### src/rtl/tick_bcd_counter.sv
// tick_bcd_counter: turns rising edges of a slow divided clock into ticks and counts them in BCD
module tick_bcd_counter #(
  parameter int NUM_DIGITS  = 4,
  parameter int SYNC_STAGES = 2
) (
  input  logic                    clk,
  input  logic                    rst_n,
  input  logic                    slow_clk,
  input  logic                    start,
  input  logic                    stop,
  input  logic                    clear,
  output logic                    tick,
  output logic [4*NUM_DIGITS-1:0] digits,
  output logic                    running,
  output logic                    wrap
);
  typedef enum logic [1:0] {IDLE, RUN, PAUSE} state_t;
  state_t                  state, state_n;
  logic [SYNC_STAGES-1:0]  sync;
  logic                    prev;
  logic [4*NUM_DIGITS-1:0] inc;
  logic                    carry;
  logic                    all_nines;
  // slow_clk is sampled as plain data; tick marks the first synchronised high sample
  always_ff @(posedge clk or negedge rst_n)
    if (!rst_n) begin
      sync <= '0;
      prev <= 1'b0;
      tick <= 1'b0;
    end else begin
      sync <= {sync[SYNC_STAGES-2:0], slow_clk};
      prev <= sync[SYNC_STAGES-1];
      tick <= sync[SYNC_STAGES-1] & ~prev;
    end
  // next state: clear beats stop, stop beats start
  always_comb
    state_n = clear ? IDLE : stop ? (state == RUN ? PAUSE : state) : start ? RUN : state;
  // state register
  always_ff @(posedge clk or negedge rst_n)
    if (!rst_n) state <= IDLE;
    else state <= state_n;
  assign running = state == RUN;
  // BCD increment: a digit rolls to 0 and carries when it and every lower digit is 9
  always_comb begin
    carry = 1'b1;
    inc   = digits;
    for (int i = 0; i < NUM_DIGITS; i++) begin
      inc[4*i+:4] = carry ? (digits[4*i+:4] == 4'd9 ? 4'd0 : digits[4*i+:4] + 4'd1) : digits[4*i+:4];
      carry       = carry & (digits[4*i+:4] == 4'd9);
    end
    all_nines = carry;
  end
  // count register; ticks only count in RUN (state before this edge) and clear overrides them
  always_ff @(posedge clk or negedge rst_n)
    if (!rst_n) begin
      digits <= '0;
      wrap   <= 1'b0;
    end else if (clear) begin
      digits <= '0;
      wrap   <= 1'b0;
    end else if (tick && state == RUN) begin
      digits <= inc;
      wrap   <= all_nines;
    end else begin
      wrap <= 1'b0;
    end
endmodule

### config.mk
export PLATFORM = sky130hd
export DESIGN_NAME = tick_bcd_counter
export DESIGN_NICKNAME = d
export VERILOG_FILES = /design/src/rtl/tick_bcd_counter.sv
export SDC_FILE = /design/constraint.sdc
export NUM_CORES = 1
export LEC_CHECK = 0
export ABC_AREA = 1
export CORE_MARGIN = 8
export CORE_UTILIZATION = 25
export DETAILED_ROUTE_END_ITERATION = 8
export PLACE_DENSITY = 0.5
export SETUP_SLACK_MARGIN = 0.2
export SYNTH_ARGS = -nofsm -noshare
export SYNTH_HDL_FRONTEND = slang
export SYNTH_SLANG_ARGS = --single-unit
### constraint.sdc
create_clock -name clk -period 3.45 [get_ports clk]
set_input_delay 0.69 -clock clk [delete_from_list [all_inputs] [get_ports clk]]
set_output_delay 0.69 -clock clk [all_outputs]
set_load 0.02 [all_outputs]
==> flow_summary_export.csv <==
group,metric,value,unit
outcome,status,"finished, final reports clean",
worst_setup_path,critPathKind,"reg2out",
synth,ys_seq_area_frac,0.439,
timing,fin_crit_sh,0.642,
synth,avgSynthCellArea,8.41,sq um
worst_setup_path,arrival,1.53,ns
clocking,clock_path_buffers,2,
clocking,cts-root-buf,"clkbuf_8",
worst_setup_path,cpPeakStageDelay,0.63,ns
timing,tns,0,ns
worst_setup_path,start_kind,"register",
clocking,cts_resized,0,
worst_setup_path,critical-path-slowest-cell,"clkdlybuf4s50_1",
global_routing,grt_max_degree,24,
clocking,cts_max_level,1,
global_routing,grt.total_usage,0.0762,
drt,drt_iter0_drc,48,
min_path,whs_endpoint,"sync[1]",
worst_setup_path,path_max_fanout,3,
floorplanning,coreArea,0.00507,sq mm
drt,dr.pass1.iters,4,
drt,via_per_inst,4.13,
worst_setup_path,critPathRequiredTime,2.76,ns
worst_setup_path,reg2reg_depth,9,
place,io_buffers,24,
floorplanning,core.rowCount,26,
global_routing,grt_antenna_before_repair,0,
timing,clock_skew,0.00309,ns
synth,syn_inst,156,
clocking,insertion_delay,0.26,ns
worst_setup_path,cp-end-kind,"output port",
clocking,tritoncts,"yes",
pwr,cellPowerDensity,379,mW/mm^2
timing,hold_viol,0,
timing,fmax,0.451,GHz
worst_setup_path,startpoint,"state[0]",
drt,wl,2.88,mm
pwr,p_leak,0.754,nW
drt,wl_per_cell,11.3,um
synth,synth_top_cells_by_area,"dfrtp_1, nand2_1, ha_1, nor2_1, nand3_1",
timing,fin_crit,2.22,ns
clocking,cts_made_buffers,3,
synth,synth_nets,170,
clocking,hold_buffers,0,
timing,slew_violations,0,
place,gp_congestion,0.787,
clocking,clk_pin_slew,0.08,ns
layout,instances_no_fill,254,
synth,synth_area,0.00131,sq mm
drt,vias,1049,
layout,nNetsFinal,199,
worst_setup_path,crit_chain,"inv_1 > nor2_2 > clkdlybuf4s50_1",
timing,max-slew-margin-rel,0.791,
layout,area_growth_syn_to_layout,28.5,%
worst_setup_path,r2r_setup_slack,2.05,ns
timing,grt_setup_unrepaired,"no",
drt,antenna_left,0,
layout,antenna_cells,0,
synth,ys_seq_elements,23,
place,dp.cells,250,
floorplanning,ioPinCount,25,
global_routing,grt_pass1_vias,998,
clocking,cts_setup_buffers,0,
synth,synth_top_area_frac,0.439,
run,cap_violations,0,
pwr,vdd_drop_max,141,uV
global_routing,grt_overflow,0,
timing,setup_viol,0,
min_path,min_path_type,"reg2reg",
floorplanning,initial_core_util,0.258,
timing,worst_pin_slew,0.313,ns
drt,drc,0,
floorplanning,die_area,0.00782,sq mm
clocking,cts.sinks,23,
worst_setup_path,r2r_start,"digits[1]",
min_path,hold_start,"sync[0]",
synth,ys_types,25,
synth,synth_largest_area_cell,"dfrtp_1",
floorplanning,fp.dieH,88.4,um
place,hpwl,2.14,mm
min_path,holdPathStages,0,
synth,yosys_warnings,0,
worst_setup_path,worstReg2RegEnd,"digits[11]",
floorplanning,die_x,88.4,um
worst_setup_path,cpLargestDelayFamily,"buffers and inverters",
layout,drive_above_1_share,0.136,
worst_setup_path,critical_path_buf_inv_count,2,
global_routing,grt_pass1_wl,4.71,mm
-- Yosys cell counts --
master,n
inv_4,2
nand2_4,3
nand3_2,1
nand3_4,2
xor2_1,1
xnor2_1,2
nand3_1,10
buf_4,1
inv_2,4
nand2_2,2
o21ai_0,2
nor2_1,15
nor2_4,2
nand4_1,7
inv_1,13
nor2_2,3
dfrtp_1,23
nand2_1,42
nor3_2,1
ha_1,8
nor3_1,2
o21ai_1,2
a21oi_1,5
o22ai_1,2
nand3b_1,1
-- how the worst max path moves through the flow --
stage / slack, ns / cells past startpoint / endpoint
floorplan: 2.08 / 9 / digits[8]
global placement: 1.48 / 8 / digits[9]
detailed placement: 1.41 / 8 / digits[11]
CTS: 1.23 / 3 / running
global route: 1.17 / 3 / running
finish: 1.23 / 3 / running
-- flip-flops by register name, indices dropped and copies added, names as in the netlist --
signal,count
digits,16
wrap,1
state,2
tick,1
sync,2
prev,1
-- where the power goes --
group          total (mW)  internal [mW]  switching [mW]  leakage (nW)
combinational       0.149         0.0662          0.0833         0.423
clock               0.167         0.0805          0.0867        0.0255
sequential          0.322          0.291          0.0311         0.306
-- cell usage in the layout (no fill, tap or decap), drive strengths merged, types with 3 or more instances in the layout --
cell           netlist  layout
a21oi                5       5
clkbuf               0       3
clkdlybuf4s50        0      24
dfrtp               23      23
ha                   8       8
inv                 19      19
nand2               47      47
nand3               13      13
nand4                7       7
nor2                20      20
nor3                 3       3
o21ai                4       4
-- per-stage QoR --
step / worst slack [ns] / hold WS (ns) / instance area [sq um] / total power [mW] / utilization
final: 1.23 / 0.354 / 1690 / 0.638 / 0.332
after global routing: 1.17 / 0.383 / 1690 / 0.691 / 0.332
after CTS: 1.23 / 0.356 / 1690 / 0.653 / 0.332
after detailed placement: 1.41 / 0.335 / 1640 / 0.478 / 0.323
after global placement: 1.48 / 0.333 / 1640 / 0.480 / 0.323
after floorplan: 2.08 / 0.331 / 1310 / 0.409 / -
-- cell families after synthesis --
family	count (synthesis)	synth area share
adders and majority gates	8	0.0763
AOI/OAI and AO/OA	11	0.0439
buffers and inverters	20	0.0639
xor gates and xnor gates	3	0.0200
and+or+nand+nor	91	0.357
DFF	23	0.439
-- layer usage --
metal | global-route usage | vias up | wire length, um
met5 | 0 | - | 0
met3 | 0.0279 | 2 | 186
met1 | 0.0975 | 476 | 1430
met2 | 0.112 | 15 | 1240
li1 | - | 556 | -
met4 | 0.0323 | 0 | 19
-- cell type report --
cell class / instances / area [sq um]
clock buffer: 3 / 41.3
clock inverter: 1 / 5.00
fill: 552 / 3390
inverter: 19 / 76.3
multi-input combinational: 113 / 652
sequential: 23 / 576
tap: 70 / 87.6
timing repair buffer: 25 / 248
(Power assumes the default switching activity.)
